[config.mk]
export PLATFORM = sky130hd
export DESIGN_NAME = pong_score_ctrl
export DESIGN_NICKNAME = d
export VERILOG_FILES = /design/src/rtl/pong_score_ctrl.sv
export SDC_FILE = /design/constraint.sdc
export NUM_CORES = 1
export LEC_CHECK = 0
export ABC_CLOCK_PERIOD_IN_PS = 4290
export BUFFER_PORTS_ARGS = -buffer_cell sky130_fd_sc_hd__buf_2
export CAP_MARGIN = 40
export CORE_MARGIN = 2
export CORE_UTILIZATION = 40
export CTS_BUF_LIST = sky130_fd_sc_hd__clkbuf_4 sky130_fd_sc_hd__clkbuf_8
export DETAILED_ROUTE_END_ITERATION = 16
export GPL_TIMING_DRIVEN = 0
export SKIP_LAST_GASP = 1
export SYNTH_ARGS = -nofsm -noshare
export SYNTH_HDL_FRONTEND = slang
export SYNTH_SLANG_ARGS = --single-unit
[constraint.sdc]
create_clock -name clk -period 4.29 [get_ports clk]
set_clock_uncertainty 0.05 [all_clocks]
set_input_delay 1.0725 -clock clk [delete_from_list [all_inputs] [get_ports clk]]
set_output_delay 1.0725 -clock clk [all_outputs]
set_load 0.02 [all_outputs]
[src/rtl/pong_score_ctrl.sv]
// pong_score_ctrl: game-state controller for AR pong.
// Counts goals, sequences SERVE -> PLAY -> (SERVE | OVER), latches the
// winner and presents it to the overlay only on frame boundaries.
// Optional feature: define PONG_AUTO_RESTART_EN to leave OVER automatically
// on the frame_tick after the minimum OVER hold time has elapsed.
module pong_score_ctrl #(
  parameter int WIN_SCORE    = 7,
  parameter int PAUSE_FRAMES = 60,
  parameter int OVER_FRAMES  = 180
) (
  input  logic       clk,
  input  logic       rst_n,
  input  logic       frame_tick_i,
  input  logic       goal_p1_i,
  input  logic       goal_p2_i,
  input  logic       restart_i,
  output logic [3:0] score_p1_o,
  output logic [3:0] score_p2_o,
  output logic       serve_o,
  output logic       game_active_o,
  output logic       p1w_o,
  output logic       p2w_o
);

  localparam int CNT_MAX = (PAUSE_FRAMES > OVER_FRAMES) ? PAUSE_FRAMES : OVER_FRAMES;
  localparam int CNT_W   = $clog2(CNT_MAX + 1);

  localparam logic [CNT_W-1:0] PAUSE_LAST = CNT_W'(PAUSE_FRAMES - 1);
  localparam logic [CNT_W-1:0] OVER_HOLD  = CNT_W'(OVER_FRAMES);
  localparam logic [CNT_W-1:0] CNT_ONE    = CNT_W'(1);
  localparam logic [3:0]       WIN_VAL    = 4'(WIN_SCORE);

  typedef enum logic [1:0] {
    ST_SERVE = 2'd0,
    ST_PLAY  = 2'd1,
    ST_OVER  = 2'd2
  } state_e;

  state_e           state_q, state_d;
  logic [CNT_W-1:0] frame_cnt_q, frame_cnt_d;
  logic [3:0]       score_p1_q, score_p1_d;
  logic [3:0]       score_p2_q, score_p2_d;
  logic             pend_p1_q, pend_p1_d;
  logic             pend_p2_q, pend_p2_d;
  logic             p1w_q, p2w_q;
  logic             goal_p1_dly_q, goal_p2_dly_q, restart_dly_q;

  logic             rise_p1, rise_p2, rise_restart;
  logic             over_done, restart_now;
  logic [3:0]       score_p1_inc, score_p2_inc;

  // Rising-edge detection: a held level produces exactly one event.
  assign rise_p1      = goal_p1_i & ~goal_p1_dly_q;
  assign rise_p2      = goal_p2_i & ~goal_p2_dly_q;
  assign rise_restart = restart_i & ~restart_dly_q;

  assign score_p1_inc = score_p1_q + 4'd1;
  assign score_p2_inc = score_p2_q + 4'd1;
  assign over_done    = (frame_cnt_q == OVER_HOLD);

  // Input edge registers, sampled every cycle regardless of state.
  always_ff @(posedge clk or negedge rst_n) begin
    // NOTE: sequential state uses non-blocking assignments so every register
    // samples pre-edge values; blocking here would create order-dependent races.
    if (!rst_n) begin
      goal_p1_dly_q <= 1'b0;
      goal_p2_dly_q <= 1'b0;
      restart_dly_q <= 1'b0;
    end else begin
      goal_p1_dly_q <= goal_p1_i;
      goal_p2_dly_q <= goal_p2_i;
      restart_dly_q <= restart_i;
    end
  end

  // Game state register: FSM state, frame counter, scores, pending winner.
  always_ff @(posedge clk or negedge rst_n) begin
    if (!rst_n) begin
      state_q     <= ST_SERVE;
      frame_cnt_q <= '0;
      score_p1_q  <= 4'd0;
      score_p2_q  <= 4'd0;
      pend_p1_q   <= 1'b0;
      pend_p2_q   <= 1'b0;
    end else begin
      state_q     <= state_d;
      frame_cnt_q <= frame_cnt_d;
      score_p1_q  <= score_p1_d;
      score_p2_q  <= score_p2_d;
      pend_p1_q   <= pend_p1_d;
      pend_p2_q   <= pend_p2_d;
    end
  end

  // Next-state and Moore/Mealy outputs for SERVE / PLAY / OVER.
  always_comb begin
    // NOTE: every signal written here gets a default first, so no path can
    // leave one unassigned and infer a latch.
    state_d       = state_q;
    frame_cnt_d   = frame_cnt_q;
    score_p1_d    = score_p1_q;
    score_p2_d    = score_p2_q;
    pend_p1_d     = pend_p1_q;
    pend_p2_d     = pend_p2_q;
    serve_o       = 1'b0;
    game_active_o = 1'b0;
    restart_now   = 1'b0;

    case (state_q)
      ST_SERVE: begin
        if (frame_tick_i) begin
          if (frame_cnt_q == PAUSE_LAST) begin
            serve_o     = 1'b1;
            frame_cnt_d = '0;
            state_d     = ST_PLAY;
          end else begin
            frame_cnt_d = frame_cnt_q + CNT_ONE;
          end
        end
      end

      ST_PLAY: begin
        game_active_o = 1'b1;
        if (rise_p1 && rise_p2) begin
          // Simultaneous goals are a dead ball: re-serve with no score change.
          state_d = ST_SERVE;
        end else if (rise_p1) begin
          score_p1_d = score_p1_inc;
          if (score_p1_inc == WIN_VAL) begin
            state_d   = ST_OVER;
            pend_p1_d = 1'b1;
          end else begin
            state_d = ST_SERVE;
          end
        end else if (rise_p2) begin
          score_p2_d = score_p2_inc;
          if (score_p2_inc == WIN_VAL) begin
            state_d   = ST_OVER;
            pend_p2_d = 1'b1;
          end else begin
            state_d = ST_SERVE;
          end
        end
      end

      ST_OVER: begin
`ifdef PONG_AUTO_RESTART_EN
        restart_now = over_done & (rise_restart | frame_tick_i);
`else
        restart_now = over_done & rise_restart;
`endif
        if (restart_now) begin
          score_p1_d  = 4'd0;
          score_p2_d  = 4'd0;
          frame_cnt_d = '0;
          pend_p1_d   = 1'b0;
          pend_p2_d   = 1'b0;
          state_d     = ST_SERVE;
        end else if (frame_tick_i && !over_done) begin
          // Saturates at the hold time; early restart rises are simply dropped.
          frame_cnt_d = frame_cnt_q + CNT_ONE;
        end
      end

      default: state_d = ST_SERVE;
    endcase
  end

  // Overlay flags follow the pending winner only at frame boundaries.
  always_ff @(posedge clk or negedge rst_n) begin
    if (!rst_n) begin
      p1w_q <= 1'b0;
      p2w_q <= 1'b0;
    end else if (frame_tick_i) begin
      p1w_q <= pend_p1_q;
      p2w_q <= pend_p2_q;
    end
  end

  assign score_p1_o = score_p1_q;
  assign score_p2_o = score_p2_q;
  assign p1w_o      = p1w_q;
  assign p2w_o      = p2w_q;

endmodule

=== Word-level counts from Yosys, hierarchy flattened ===
Index checks and enable logic that the tools add are counted.
Widths: inputs -> output; s select.

* Add/sub/neg operators: 3
* Multiply operators: 0
* Divide/modulo/power cells: 0
* Magnitude comparators: 0
* Equal/unequal tests: 17
* Shift-type cells: 0
* Multiplexer cells: 36
* Bitwise operators: 7
* Reductions and logical operators: 12

{| class="wikitable"
|+ Operator list
! cell !! number
|-
| $mux 8 || 4
|-
| $mux 4 || 6
|-
| $ne 2x2->1 const B || 9
|-
| $mux 2 || 8
|-
| $pmux 4 s2 || 2
|-
| $pmux 8 s2 || 1
|-
| $mux 1 || 12
|-
| $reduce_and 5->1 || 2
|-
| $add 4x1->4 const B || 2
|-
| $add 8x1->8 const B || 1
|-
| $eq 4x3->1 const B || 2
|-
| $eq 8x6->1 const B || 1
|-
| $eq 8x8->1 const B || 1
|-
| $reduce_and 4->1 || 2
|-
| $pmux 2 s3 || 1
|-
| $reduce_and 6->1 || 1
|-
| $and 1x1->1 || 4
|-
| $ne 4x4->1 const B || 1
|-
| $pmux 1 s2 || 2
|-
| $reduce_bool 2->1 || 2
|-
| $ne 3x3->1 const B || 1
|-
| $not 1->1 || 3
|-
| $reduce_and 3->1 || 1
|-
| $eq 2x1->1 const B || 1
|-
| 4 further kinds || 5
|}

* Register bits: 25
* Bits in latches: 0
* Bits in writable memories: 0
* ROM bits: 0
* Input bits: 6
* Output and inout port bits: 12
* Word-level logic and storage cells: 86
* Memories kept: 0

=== Depth between registers and ports, before layout ===
Gate-level depths: netlist (run 1).

* Depth after elaboration: 7
* Mapped depth: 7
* Depth with buffers taken out: 6

=== Least setup slack after synthesis (run 1) ===
No wires, ideal clock.

* Path kind: input-to-output
* From: input port frame_tick_i
* To: output port serve_o
* Arrival: 1.671 ns
* Data required time: 3.168 ns
* Slack: 1.497 ns
* Stages on the path: 2
* Cell sequence: nand2b_1 nor3_1

* Word-level cells in the longest chain between the ends: 2

{| class="wikitable"
|+ Ends and longest elaborated chain
! what !! RTL line !! text
|-
| start: declaration || 13 || <nowiki>input logic frame_tick_i,</nowiki>
|-
| $mux 1 || 111 || <nowiki>if (frame_tick_i) begin</nowiki>
|-
| $mux 1 || 109 || <nowiki>case (state_q)</nowiki>
|-
| end: declaration || 19 || <nowiki>output logic serve_o,</nowiki>
|}

Every way passes these cells.

=== Worst setup path after layout (run 1) ===
* From: register frame_cnt_q[1]
* To: output port serve_o

* Word-level cells in the longest chain between the ends: 4

{| class="wikitable"
|+ Ends and longest elaborated chain
! what !! RTL line !! text
|-
| start: declaration || 40 || <nowiki>logic [CNT_W-1:0] frame_cnt_q, frame_cnt_d;</nowiki>
|-
| start signal: assignment || 87 || <nowiki>frame_cnt_q <= frame_cnt_d;</nowiki>
|-
| $eq 8x6->1 || 112 || <nowiki>if (frame_cnt_q == PAUSE_LAST) begin</nowiki>
|-
| $mux 1 || 112 ||
|-
| $mux 1 || 111 ||
|-
| $mux 1 || 109 ||
|}

Every way passes these cells.

==> results.cfg, run 1 <==
[status]
status = finished clean

[timing]
finalHoldViolations = 0
period_share_pct = 74.9
period_needed_ps = 3210
relSlewSlack_pct = 61.3
slew_violations = 0
finalSetupViolCount = 0
timing.final.ws_setup_ps = 1080
fmax_mhz = 311
tightestPinTransition_ps = 580
rsz0062_at_grt = false
setup_tns_ps = 0

[worst_setup_path]
cp_slowest_cell = nor4bb_1
crit_cells = 5
rrSetupSlack_ps = 2210
start_kind = flip-flop
slowest_delay_ps = 530
path_class = reg2out
r2r_start = frame_cnt_q[1]
worstPathRequired_ps = 3170
critPathTopFamily = simple AND/OR/NAND/NOR gates
arrival_ps = 2090
crit_path_start = frame_cnt_q[1]
crit_path_max_fanout = 5
path_buf_inv = 1
r2r_end = frame_cnt_q[3]
endpoint_kind = primary output
crit_path_end = serve_o
worstPathCellList = ha_1, nor4bb_1, nand2_1, nor3_1, buf_2
reg2reg_depth = 5

[cts]
clk_transition_reported_paths_ps = 90
cts_setup_buffers = 0
cts_resized = 0
hold_buffers = 0
cts_sinks = 25
cts_buffers = 3
cts_buffer_depth = 2
cts-root-buf = clkbuf_8
cts_tree = built
insertion_delay_ps = 270
cts_max_level = 1

[placement]
io_buffers = 17
gp_congestion = 0.873
place_hpwl_um = 2260
pre_cts_ws_ps = 1280

[detailed_routing]
route.antenna.remaining_nets = 0
drtPass1Iterations = 4
via_count = 1188
via_per_inst = 5.45
wl_um = 3060
post-route-drc-count = 0
wl_per_cell_um = 14.0
drt_iter0_markers = 53

[floorplanning]
io_pins = 18
die_x_um = 65.9
rows = 22
die-area_um2 = 4340
initial_core_util_pct = 41.8
die_h_um = 65.9
core-area_um2 = 3660

[logic_synthesis]
synth_seq_cells = 25
synth_area_per_cell_um2 = 10.3
ys.flop_type = dfrtp_1
synth_top_area_share_pct = 40.8
synth_top_cells_by_area = dfrtp_1 (41%), ha_1 (4.9%), nand3_1 (4.2%)
syn_inst = 149
synth_fp_nets = 161
yosys.area.top_type = dfrtp_1
syn-cell-area_um2 = 1530
synth_edf_count = 0
ys_seq_area_share_pct = 40.8
ys_types = 52
yosys_warnings = 0
synthArstFlopShare_pct = 100

[flow_run]
drv_cap = 0

[grt]
grt.overflow.total = 0
grt_antenna_before_repair = 0
grt_max_degree = 26
grt_pass1_vias = 1115
track_usage_pct = 16.0
grt_pass1_wl_um = 5350

[cells_and_area]
antennaDiodeCount = 0
area_delta_synth_final_pct = 12.5
final_cell_mix = dfrtp_1 (25), buf_2 (19), nand3_1 (13)
filler_cell_count = 338
ff_latch_area_um2 = 626
multiInputGateArea_um2 = 822
nets = 183
drive_gt1_share_pct = 22.9
final_common_cell = dfrtp_1

[min_path]
hold_class = reg2reg
hold_depth = 1

[power_and_ir_drop]
p_leak_nw = 0.802
vdd_ir_drop_max_v = 0.000153
p_per_area_nw_per_um2 = 315
-- final cells by class --
class / count / area share [%]
plain buffers: 5 / 2.69
clock buffers: 3 / 2.40
clock inverters: 1 / 0.290
inverters: 10 / 2.18
multi-input cells: 109 / 47.7
flip-flops and latches: 25 / 36.3
well taps: 48 / 3.49
repair buffers: 17 / 4.94
-- metal layers --
metal | up-vias | share of wire, % | GRT usage (%)
li1 | 595 | - | -
met1 | 567 | 51 | 22.9
met2 | 22 | 45 | 24.6
met3 | 4 | 3.6 | 2.56
met4 | 0 | 1.0 | 4.69
met5 | - | 0 | 0
-- sequential cells by signal (all words and copies together) (netlist names) --
| register | flops |
|---|---|
| frame_cnt_q | 8 |
| goal_p1_dly_q | 1 |
| goal_p2_dly_q | 1 |
| p1w_o | 1 |
| p2w_o | 1 |
| pend_p1_q | 1 |
| pend_p2_q | 1 |
| restart_dly_q | 1 |
| score_p1_o | 4 |
| score_p2_o | 4 |
| state_q | 2 |
-- worst reg2reg max path: stages (launching register included) --
cell      delay (ps)
dfrtp_1          410
ha_1             240
nor4bb_1         530
a32oi_1          180
nor3_1           360
o21ba_1          200
-- cell usage after synthesis (all sizes together) (2+ instances only) --
| cell type | number |
|---|---|
| mux2i | 4 |
| and3 | 2 |
| a21bo | 2 |
| and3b | 2 |
| nand2b | 3 |
| nor4 | 2 |
| nand3 | 13 |
| buf | 4 |
| nand2 | 5 |
| inv | 10 |
| and2b | 3 |
| o21ai | 7 |
| ha | 6 |
| dfrtp | 25 |
| a32oi | 2 |
| o2111ai | 2 |
| a31oi | 4 |
| nor4bb | 4 |
| nor3 | 4 |
| o21a | 2 |
| o22ai | 3 |
| a21oi | 2 |
| nand3b | 2 |
| nor2b | 3 |
| xnor2 | 3 |
| nand4 | 3 |
| nand4b | 2 |
| o31ai | 2 |
| mux2 | 2 |
| a21o | 3 |
| nor2 | 4 |
-- through the flow --
| stage | power [mW] | cell area, um^2 | hold WS [ps] | std cells | util (%) |
|---|---|---|---|---|---|
| floorplan | 0.372 | 1530 | 394 | 149 | - |
| global placement | 0.402 | 1680 | 417 | 214 | 45.8 |
| detailed placement | 0.405 | 1680 | 419 | 214 | 45.8 |
| CTS | 0.548 | 1720 | 440 | 218 | 47.1 |
| global route | 0.581 | 1720 | 470 | 218 | 47.1 |
| finish | 0.542 | 1720 | 434 | 218 | 47.1 |
-- power by group --
part           switching, mW  total, mW  leakage (nW)  internal [mW]
combinational         0.0528      0.101         0.463         0.0477
clock                 0.0769      0.142        0.0255         0.0650
sequential            0.0379      0.300         0.314          0.262
-- worst min path at each step --
stage / start / end / slack, ps
detailed placement: pend_p1_q / pend_p1_q / 420
floorplan: pend_p1_q / pend_p1_q / 390
global route: pend_p1_q / pend_p1_q / 470
CTS: pend_p1_q / pend_p1_q / 440
global placement: pend_p1_q / pend_p1_q / 420
finish: pend_p1_q / pend_p1_q / 430
-- cells by family after synthesis --
group           after synthesis  synth area share [%]
simple gates                 59                  26.8
buf+inv                      15                  5.47
xor+xnor                      4                  2.29
flops                        25                  40.8
compound gates               34                  15.6
fa+ha+maj                     6                  4.90
mux                           6                  4.08
(Power assumes the default switching activity.)
==> inputs of run 2 (changes only) <==
--- a/config.mk
+++ b/config.mk
@@ -5,7 +5,7 @@
 export SDC_FILE = /design/constraint.sdc
 export NUM_CORES = 1
 export LEC_CHECK = 0
-export ABC_CLOCK_PERIOD_IN_PS = 4290
+export ABC_CLOCK_PERIOD_IN_PS = 3100
 export BUFFER_PORTS_ARGS = -buffer_cell sky130_fd_sc_hd__buf_2
 export CAP_MARGIN = 40
 export CORE_MARGIN = 2
==> constraint.sdc (replaced) <==
create_clock -name clk -period 3.1 [get_ports clk]
set_clock_uncertainty 0.05 [all_clocks]
set_input_delay 0.775 -clock clk [delete_from_list [all_inputs] [get_ports clk]]
set_output_delay 0.775 -clock clk [all_outputs]
set_load 0.02 [all_outputs]
==> run 2 against run 1 <==
Against the previous run: via count grew 0.76%; clock-buffer cell count is the same; non-clock buffer count is the same; critical path depth is the same; total power grew 39%; die area is the same; global-route usage is the same; largest cell class unchanged.
==> results.cfg, run 2 (synthesis gave the netlist of run 1 again) <==
[floorplanning]
initial_core_util_pct = 41.8
core-area_um2 = 3660
die-area_um2 = 4340
rows = 22
io_pins = 18
die_x_um = 65.9
die_h_um = 65.9

[power_and_ir_drop]
vdd_ir_drop_max_v = 0.000212
power_frac_comb_pct = 18.9
p_clk_share_pct = 25.9
p_sw_mw = 0.233
p_sw_share_pct = 30.9
power.internal_mw = 0.520
p_per_area_nw_per_um2 = 436
seqPwrFrac_pct = 55.3
p_leak_nw = 0.802

[cells_and_area]
top_register = frame_cnt_q
drive_gt1_share_pct = 23.5
antennaDiodeCount = 0
area_delta_synth_final_pct = 12.9
final_common_cell = dfrtp_1
final_cell_mix = dfrtp_1 (25), buf_2 (19), nand3_1 (13)
nets = 183
largest_register_ffs = 8

[timing]
period_share_pct = 90.3
finalHoldViolations = 0
period_needed_ps = 2800
timing.final.ws_setup_ps = 301
relSlewSlack_pct = 61.4
tightestPinTransition_ps = 580
slew_violations = 0
setup_tns_ps = 0
finalSetupViolCount = 0
fmax_mhz = 357
rsz0062_at_grt = false

[worst_setup_path]
arrival_ps = 1970
reg2reg_depth = 5
worstPathCellList = ha_1, nor4bb_2, nand2_1, nor3_1, buf_2
path_class = reg2out
endpoint_kind = primary output
crit_path_max_fanout = 5
slowest_delay_ps = 430
worstPathRequired_ps = 2270
start_kind = flip-flop
cp_slowest_cell = nor4bb_2

[placement]
gp_congestion = 0.873
io_buffers = 17
pre_cts_ws_ps = 472
place_hpwl_um = 2260

[cts]
cts-root-buf = clkbuf_8
cts_max_level = 1
cts_setup_buffers = 0
cts_buffer_depth = 2
cts_sinks = 25
cts_tree = built
insertion_delay_ps = 270
clk_transition_reported_paths_ps = 90
cts_buffers = 3

[grt]
grt.overflow.total = 0
grt_pass1_wl_um = 5350
grt_pass1_vias = 1115
track_usage_pct = 16.0
grt_max_degree = 26
grt_antenna_before_repair = 0

[detailed_routing]
drt_iter0_markers = 63
wl_um = 3080
via_per_inst = 5.49
drtPass1Iterations = 4
post-route-drc-count = 0
via_count = 1197
wl_per_cell_um = 14.1
route.antenna.remaining_nets = 0

[min_path]
hold_depth = 1
hold_class = reg2reg

[status]
status = finished clean

[flow_run]
drv_cap = 0
run 2: cell counts in the layout (fill, tap and decap cells not counted):
No cell type changed its count.
run 2: worst max-delay path, delay by kind of cell, from the launching register on:
family	cells	cell delay (ps)
adders and majority gates	1	240
buffers and inverters	1	230
DFF	1	410
and+or+nand+nor	3	820
run 2: per-layer routing:
layer	vias up	global-route usage [%]	share of wire, %
met4	0	4.69	0.94
met5	-	0	0
li1	594	-	-
met3	4	2.56	5.3
met2	37	24.6	45
met1	562	22.9	49
run 2: metrics by stage:
step | hold WS (ps) | utilization, % | total power, mW | instances | area [um^2]
2_1_floorplan | 394 | - | 0.515 | 149 | 1530
3_3_place_gp | 417 | 45.8 | 0.557 | 214 | 1680
3_5_place_dp | 419 | 45.8 | 0.560 | 214 | 1680
4_1_cts | 440 | 47.1 | 0.758 | 218 | 1720
5_1_grt | 470 | 47.2 | 0.808 | 218 | 1730
6_report | 433 | 47.2 | 0.753 | 218 | 1730
run 2: worst paths after layout:
kind / slack [ps] / start / to
worst max-delay path: 300 / frame_cnt_q[1] / serve_o
worst min-delay path: 430 / pend_p1_q / pend_p1_q
worst max register to register: 1130 / frame_cnt_q[1] / frame_cnt_q[3]
worst min register to register: 430 / pend_p1_q / pend_p1_q
max in group asynchronous: 2170 / rst_n / state_q[0]
min in group asynchronous: 440 / rst_n / score_p1_o[1]
run 2: final cells by class:
class | instances | area, um^2
Fill cell | 339 | 1930
Multi-Input combinational cell | 109 | 828
Sequential cell | 25 | 626
Timing Repair Buffer | 17 | 85.1
Tap cell | 48 | 60.1
Buffer | 5 | 46.3
Clock buffer | 3 | 41.3
Inverter | 10 | 37.5
Clock inverter | 1 | 5.00
run 2: power groups by stage:
stage                     sequential [mW]  combinational, mW  clock, mW
after floorplan                     0.412              0.103          0
after CTS                           0.414              0.141      0.203
final                               0.416              0.142      0.195
after global routing                0.426              0.163      0.220
after global placement              0.419              0.138          0
after detailed placement            0.419              0.141          0
run 2: repair_timing:
item,CTS,global route
hold endpoints to repair,0,0
endpoints found under the setup margin,0,1
gates resized for setup,0,1
hold buffers,0,0
